==> src/rtl/rx_hp_pkg.sv <==
// Shared definitions for the huge-page address snoop: TLP fmt/type codes,
// parser state encoding and the DW byte-swap helper.
package rx_hp_pkg;

    localparam logic [6:0] MWR32_FMT_TYPE = 7'b10_00000;
    localparam logic [6:0] MWR64_FMT_TYPE = 7'b11_00000;

    typedef enum logic [1:0] {
        ST_IDLE  = 2'd0,
        ST_HDR1  = 2'd1,
        ST_DATA  = 2'd2,
        ST_DRAIN = 2'd3
    } rx_state_e;

    // TRN payload arrives in wire (big-endian) byte order; registers hold host order.
    function automatic logic [31:0] dw_swap(input logic [31:0] d);
        return {d[7:0], d[15:8], d[23:16], d[31:24]};
    endfunction

endpackage

==> src/rtl/rx_hp_regfile.sv <==
// Huge-page address and status registers: half-word address writes, unlock
// handling with priority over free, and the unlock overrun pulse.
module rx_hp_regfile
    import rx_hp_pkg::*;
#(
    parameter int NUM_PAGES = 2,
    parameter int PIDX_W    = 1
) (
    input  logic                    clock_i,
    input  logic                    reset_i,
    input  logic                    addrWe_i,
    input  logic [PIDX_W-1:0]       addrPage_i,
    input  logic                    loEn_i,
    input  logic                    hiEn_i,
    input  logic [31:0]             loData_i,
    input  logic [31:0]             hiData_i,
    input  logic                    unlockWe_i,
    input  logic [PIDX_W-1:0]       unlockPage_i,
    input  logic [NUM_PAGES-1:0]    free_i,
    output logic [64*NUM_PAGES-1:0] addr_o,
    output logic [NUM_PAGES-1:0]    status_o,
    output logic [NUM_PAGES-1:0]    overrun_o
);

    logic [64*NUM_PAGES-1:0] addr_q, addr_d;
    logic [NUM_PAGES-1:0]    status_q, status_d;
    logic [NUM_PAGES-1:0]    overrun_q, overrun_d;

    // Free is applied first so that an unlock on the same edge overrides it.
    always_comb begin
        addr_d    = addr_q;
        status_d  = status_q & ~free_i;
        overrun_d = '0;
        for (int i = 0; i < NUM_PAGES; i++) begin
            if (addrWe_i && addrPage_i == PIDX_W'(i)) begin
                if (loEn_i) addr_d[64*i +: 32]    = loData_i;
                if (hiEn_i) addr_d[64*i+32 +: 32] = hiData_i;
            end
            if (unlockWe_i && unlockPage_i == PIDX_W'(i)) begin
                status_d[i]  = 1'b1;
                overrun_d[i] = status_q[i];
            end
        end
    end

    always_ff @(posedge clock_i or posedge reset_i) begin
        if (reset_i) begin
            addr_q    <= '0;
            status_q  <= '0;
            overrun_q <= '0;
        end else begin
            addr_q    <= addr_d;
            status_q  <= status_d;
            overrun_q <= overrun_d;
        end
    end

    assign addr_o    = addr_q;
    assign status_o  = status_q;
    assign overrun_o = overrun_q;

endmodule

==> src/rtl/rx_huge_pages_addr_mc.sv <==
// Passive TRN RX snoop: parses MWr32/MWr64 TLPs hitting one BAR and commits
// huge-page addresses and unlocks at a clean TLP end.
module rx_huge_pages_addr_mc
    import rx_hp_pkg::*;
#(
    parameter int NUM_PAGES      = 2,
    parameter int BAR_IDX        = 2,
    parameter int ADDR_BASE_DW   = 16,
    parameter int UNLOCK_BASE_DW = 24
) (
    input  logic                    trn_clk,
    input  logic                    reset,
    input  logic [63:0]             trn_rd,
    input  logic [7:0]              trn_rrem_n,
    input  logic                    trn_rsof_n,
    input  logic                    trn_reof_n,
    input  logic                    trn_rsrc_rdy_n,
    input  logic                    trn_rsrc_dsc_n,
    input  logic [6:0]              trn_rbar_hit_n,
    input  logic                    trn_rdst_rdy_n,
    output logic [64*NUM_PAGES-1:0] huge_page_addr,
    output logic [NUM_PAGES-1:0]    huge_page_status,
    input  logic [NUM_PAGES-1:0]    huge_page_free,
    output logic [NUM_PAGES-1:0]    unlock_overrun
);

    localparam int PIDX_W = (NUM_PAGES > 1) ? $clog2(NUM_PAGES) : 1;
    localparam logic [6:0] ADDR_LO    = 7'(ADDR_BASE_DW);
    localparam logic [6:0] ADDR_END   = 7'(ADDR_BASE_DW + 2 * NUM_PAGES);
    localparam logic [6:0] UNLOCK_LO  = 7'(UNLOCK_BASE_DW);
    localparam logic [6:0] UNLOCK_END = 7'(UNLOCK_BASE_DW + NUM_PAGES);

    rx_state_e   state_q, state_d;
    logic        is64_q, is64_d;
    logic [9:0]  len_q, len_d;
    logic [3:0]  fbe_q, fbe_d;
    logic [3:0]  lbe_q, lbe_d;
    logic [5:0]  offset_q, offset_d;
    logic [31:0] data0_q, data0_d;

    logic        beat, sof, eof, barHit, isMwr;
    logic [5:0]  hdrOffset;
    logic        atEnd, lenOne, lenTwo, shapeOk, commit;
    logic [5:0]  commitOffset;
    logic [31:0] commitD0, commitD1;
    logic [6:0]  off7, addrRel, unlockRel;
    logic        inAddr, inUnlock, addrHi;
    logic        addrWe, loEn, hiEn, unlockWe;
    logic [31:0] loData, hiData;
    logic        unusedBits;

    assign beat      = !trn_rsrc_rdy_n && !trn_rdst_rdy_n;
    assign sof       = beat && !trn_rsof_n;
    assign eof       = beat && !trn_reof_n;
    assign barHit    = !trn_rbar_hit_n[BAR_IDX];
    assign isMwr     = (trn_rd[62:56] == MWR32_FMT_TYPE) || (trn_rd[62:56] == MWR64_FMT_TYPE);
    assign hdrOffset = is64_q ? trn_rd[7:2] : trn_rd[39:34];

    // A sof+eof beat is a header-only TLP: never a write we accept, so stay idle.
    always_comb begin
        state_d  = state_q;
        is64_d   = is64_q;
        len_d    = len_q;
        fbe_d    = fbe_q;
        lbe_d    = lbe_q;
        offset_d = offset_q;
        data0_d  = data0_q;
        case (state_q)
            ST_IDLE: begin
                if (sof) begin
                    is64_d = trn_rd[61];
                    len_d  = trn_rd[41:32];
                    fbe_d  = trn_rd[3:0];
                    lbe_d  = trn_rd[7:4];
                    if (!eof) state_d = (barHit && isMwr) ? ST_HDR1 : ST_DRAIN;
                end
            end
            ST_HDR1: begin
                if (beat) begin
                    offset_d = hdrOffset;
                    data0_d  = dw_swap(trn_rd[31:0]);
                    state_d  = eof ? ST_IDLE : ST_DATA;
                end
            end
            ST_DATA: begin
                if (beat) state_d = eof ? ST_IDLE : ST_DRAIN;
            end
            ST_DRAIN: begin
                if (eof) state_d = ST_IDLE;
            end
            default: state_d = ST_IDLE;
        endcase
    end

    always_ff @(posedge trn_clk or posedge reset) begin
        if (reset) begin
            state_q  <= ST_IDLE;
            is64_q   <= 1'b0;
            len_q    <= '0;
            fbe_q    <= '0;
            lbe_q    <= '0;
            offset_q <= '0;
            data0_q  <= '0;
        end else begin
            state_q  <= state_d;
            is64_q   <= is64_d;
            len_q    <= len_d;
            fbe_q    <= fbe_d;
            lbe_q    <= lbe_d;
            offset_q <= offset_d;
            data0_q  <= data0_d;
        end
    end

    // The eof beat only counts when it lands in the phase the length implies.
    always_comb begin
        atEnd        = 1'b0;
        commitOffset = offset_q;
        commitD0     = is64_q ? dw_swap(trn_rd[63:32]) : data0_q;
        commitD1     = is64_q ? dw_swap(trn_rd[31:0]) : dw_swap(trn_rd[63:32]);
        if (state_q == ST_HDR1) begin
            atEnd        = eof && !is64_q && (len_q == 10'd1);
            commitOffset = hdrOffset;
            commitD0     = dw_swap(trn_rd[31:0]);
        end else if (state_q == ST_DATA) begin
            atEnd = eof && (is64_q || len_q == 10'd2);
        end
    end

    assign lenOne  = (len_q == 10'd1);
    assign lenTwo  = (len_q == 10'd2);
    assign shapeOk = (lenOne && fbe_q == 4'hF && lbe_q == 4'h0) ||
                     (lenTwo && fbe_q == 4'hF && lbe_q == 4'hF);
    assign commit  = atEnd && trn_rsrc_dsc_n && shapeOk;

    assign off7      = {1'b0, commitOffset};
    assign addrRel   = off7 - ADDR_LO;
    assign unlockRel = off7 - UNLOCK_LO;
    assign inAddr    = (off7 >= ADDR_LO) && (off7 < ADDR_END);
    assign inUnlock  = (off7 >= UNLOCK_LO) && (off7 < UNLOCK_END);
    assign addrHi    = addrRel[0];

    // Two-DW writes must start at a lo DW so both halves land in one page.
    assign addrWe   = commit && inAddr && (lenOne || !addrHi);
    assign loEn     = !addrHi;
    assign hiEn     = addrHi || lenTwo;
    assign loData   = commitD0;
    assign hiData   = lenTwo ? commitD1 : commitD0;
    assign unlockWe = commit && inUnlock && lenOne;

    rx_hp_regfile #(
        .NUM_PAGES (NUM_PAGES),
        .PIDX_W    (PIDX_W)
    ) u_regfile (
        .clock_i      (trn_clk),
        .reset_i      (reset),
        .addrWe_i     (addrWe),
        .addrPage_i   (addrRel[PIDX_W:1]),
        .loEn_i       (loEn),
        .hiEn_i       (hiEn),
        .loData_i     (loData),
        .hiData_i     (hiData),
        .unlockWe_i   (unlockWe),
        .unlockPage_i (unlockRel[PIDX_W-1:0]),
        .free_i       (huge_page_free),
        .addr_o       (huge_page_addr),
        .status_o     (huge_page_status),
        .overrun_o    (unlock_overrun)
    );

    assign unusedBits = ^{trn_rrem_n, trn_rd, trn_rbar_hit_n, addrRel, unlockRel};

endmodule

==> config.mk <==
export PLATFORM = sky130hd
export DESIGN_NAME = rx_huge_pages_addr_mc
export DESIGN_NICKNAME = d
export VERILOG_FILES = /design/src/rtl/rx_hp_pkg.sv /design/src/rtl/rx_hp_regfile.sv /design/src/rtl/rx_huge_pages_addr_mc.sv
export SDC_FILE = /design/constraint.sdc
export NUM_CORES = 1
export LEC_CHECK = 0
export BUFFER_PORTS_ARGS = -buffer_cell sky130_fd_sc_hd__buf_4
export CAP_MARGIN = 20
export CORE_MARGIN = 2
export CORE_UTILIZATION = 40
export CTS_BUF_LIST = sky130_fd_sc_hd__clkbuf_8
export CTS_CLUSTER_SIZE = 24
export DETAILED_ROUTE_END_ITERATION = 10
export HOLD_SLACK_MARGIN = 0.1
export PLACE_DENSITY_LB_ADDON = 0.1
export SYNTH_ARGS = -nofsm -noshare
export SYNTH_HDL_FRONTEND = slang
export SYNTH_SLANG_ARGS = --single-unit
==> constraint.sdc <==
create_clock -name trn_clk -period 8.8 [get_ports trn_clk]
set_input_delay 1.76 -clock trn_clk [delete_from_list [all_inputs] [get_ports trn_clk]]
set_output_delay 1.76 -clock trn_clk [all_outputs]
set_load 0.01 [all_outputs]
==> qor.csv <==
stage,metric,value,unit
run_status,status,finished clean,
synth,yosys.area.top_type,dfrtp_1,
timing,fin_skew,0.01440,ns
floorplan,io_pins,220,
setup_path,crit_path_max_fanout,45,
power,leakagePower,5.657,nW
timing,rsz0062_at_grt,false,
setup_path,cpPeakStageDelay,1.01,ns
timing,tightest_slew,1.095,ns
timing,fin_ws,3.947,ns
synth,synth_edf_count,0,
final_layout,stdcell_count,1153,
timing,finalHoldViolCount,0,
power,vdd_drop_max,0.00008556,V
timing,tns,0,ns
final_layout,diodes,0,
placed_design,port_buffers,205,
global_route,grt_pass1_wl,36490,um
setup_path,cp_cell_sequence,buf_4 > nor4b_4 > buf_4 > nand2_1 > o32a_1 > nor4b_4 > buf_4 > mux2_2,
cts,cts_root_buf,clkbuf_8,
cts,cts_buffers,17,
cts,cts_tree,done,
synth,syn_nets,746,
setup_path,worstSetupEndpointType,flop,
final_layout,multi_input_area,4129,um2
synth,synthAdderAreaFrac,0,%
setup_path,cpMaxStageDelayCell,nor4b_4,
route,via_count,6001,
hold_path,hold_path.class,flop to flop,
synth,ys_ff_latch,191,
route,routed_via_density,5.205,
cts,ctsResizeCount,0,
synth,seq_area_frac_synth,52.21,%
cts,path_clk_slew,0.10,ns
setup_path,arrival,5.20,ns
route,finalWirelength,23210,um
synth,netlist.area_leader.share,52.21,%
route,drt_iter0_markers,259,
flow_run,maxCapViolCount,0,
final_layout,layout_common_cells,"buf_4, dfrtp_1, mux2_2, mux2_4, mux2i_1",
power,power.density,204.2,nW/um2
route,ant_nets,0,
timing,maxSlewHeadroom,26.69,%
cts,clk_latency,0.46,ns
floorplan,die_x,155.3,um
synth,synth_cell_types,42,
setup_path,cp.required,9.14,ns
timing,report.final.slew_viol_count,0,
cts,clkSinkCount,191,
floorplan,die_area,24110,um2
global_route,antenna_found_initial,0,
placed_design,gp_congestion,0.7665,
timing,timing.fmax,0.2060,GHz
global_route,grt-ovfl-total,0,
floorplan,rows,55,
final_layout,utilization,50.13,%
route,drc,0,
synth,synth_area_leaders,"dfrtp_1, mux2_2, mux2_4",
final_layout,drive_gt1_share,55.41,%
synth,synth-compound-area-share,3.691,%
placed_design,dp_cells,1121,
synth,synthFlopType,dfrtp_1,
placed_design,dp_hpwl,15500,um
synth,synth_warnings,0,
final_layout,final_common_cell,buf_4,
final_layout,area_growth,23.61,%
placed_design,pre_cts_ws,3.422,ns
synth,synthCells,658,
global_route,first_global_vias,6371,
setup_path,path_buf_inv,3,
cts,cts_max_path_buffers,2,
setup_path,critPathTopFamily,simple AND/OR/NAND/NOR gates,
setup_path,critPathLaunchType,input pin,
global_route,grt_max_degree,117,
synth,synth_top_family_by_area,multiplexers,
route,dr.pass1.iters,4,
cts,cts_setup_buffers,0,
synth,synth_xor_xnor_area_share,0,%
timing,setup_viol,0,
setup_path,worstSetupPathType,input pin to flop,
synth,synthArstFlopShare,100.0,%
cts,h-tree-depth,4,
synth,synthMuxAreaShare,35.07,%
cts,holdBufCountCts,0,
timing,fin_crit,4.853,ns
synth,syn_avg_cell_area,13.91,um2
final_layout,n_fill_cell,2003,
global_route,track_usage,19.55,%
floorplan,core_area,22570,um2
floorplan,start_util,40.55,%
floorplan,fp.dieH,155.3,um
synth,yosys.area_share.simple,6.165,%
final_layout,seq_area,4783,um2
route,wl_per_cell,20.13,um
setup_path,crit_top_cell,buf_4,
timing,finalCritPeriodShare,55.15,%
final_layout,final_nets,943,
synth,syn-cell-area,9154,um2
sequential cells by signal, summed over array words and instances, names as in the netlist:
signal,cells
u_regfile.overrun_o,2
data0_q,32
state_q,2
lbe_q,4
len_q,10
offset_q,6
u_regfile.addr_o,128
fbe_q,4
is64_q,1
u_regfile.status_o,2
through the flow:
stage	area, um2	hold slack [ns]	power, W
after floorplan	9154	0.4767	0.001571
after global placement	10910	0.4712	0.001702
after detailed placement	10910	0.4788	0.001733
after CTS	11310	0.5022	0.002336
after global routing	11310	0.5271	0.002446
final	11310	0.4957	0.002310
layer usage:
| layer | routed length (um) | share of wire, % | vias to the layer above | global-route usage [%] |
|---|---|---|---|---|
| met5 | 0 | 0 | - | 0 |
| met4 | 221 | 0.95 | 0 | 4.238 |
| met3 | 1336 | 5.8 | 12 | 5.655 |
| met2 | 11060 | 48 | 143 | 31.56 |
| met1 | 10590 | 46 | 3084 | 26.39 |
| li1 | - | - | 2762 | - |
worst reg2reg max path, stage by stage, from the launching register on:
cell      delay, ns
dfrtp_1        0.53
nand2b_2       0.87
nand3_1        0.32
a221o_2        0.52
nor4b_4        0.96
buf_4          0.61
mux2_2         0.41
worst paths after layout:
check                                       end  slack (ns)            startpoint  cells after the start
max                        u_regfile.addr_o[29]        3.95        trn_rdst_rdy_n                      8
min                        u_regfile.addr_o[67]        0.50  u_regfile.addr_o[67]                      1
max reg2reg                u_regfile.addr_o[29]        4.47            state_q[1]                      6
min reg2reg                u_regfile.addr_o[67]        0.50  u_regfile.addr_o[67]                      1
max in group asynchronous                is64_q        5.72                 reset                      3
min in group asynchronous  u_regfile.addr_o[56]        1.45                 reset                      2
cell type report:
type	count	share of cell area, %
clock buffer	18	2.190
clock inverter	14	1.393
inverter	5	0.2322
multi-input combinational	425	36.49
sequential	191	42.28
tap	285	3.152
timing repair buffer	215	14.27
where the power goes:
group | total [W] | internal, W | switching (W)
sequential | 0.00109 | 0.000999 | 0.0000920
combinational | 0.000622 | 0.000327 | 0.000295
clock | 0.000597 | 0.000266 | 0.000331
total | 0.00231 | 0.00159 | 0.000718
synthesized netlist by cell type (6+ instances only):
cell type	instances
clkbuf_1	12
mux2_4	52
a21oi_1	8
buf_6	11
nand3_1	7
nor2_1	20
o21ai_0	34
mux2i_1	38
a21o_1	6
mux2_2	167
dfrtp_1	191
nand2_1	37
mux2_1	15
logic make-up (layout without fill, tap and decap cells):
group / after synthesis / after routing
and+or+nand+nor: 95 / 95
muxes: 272 / 272
DFF: 191 / 191
AOI/OAI and AO/OA: 58 / 58
buffers and inverters: 42 / 252
No activity file was read; power rests on OpenSTA's default activity.
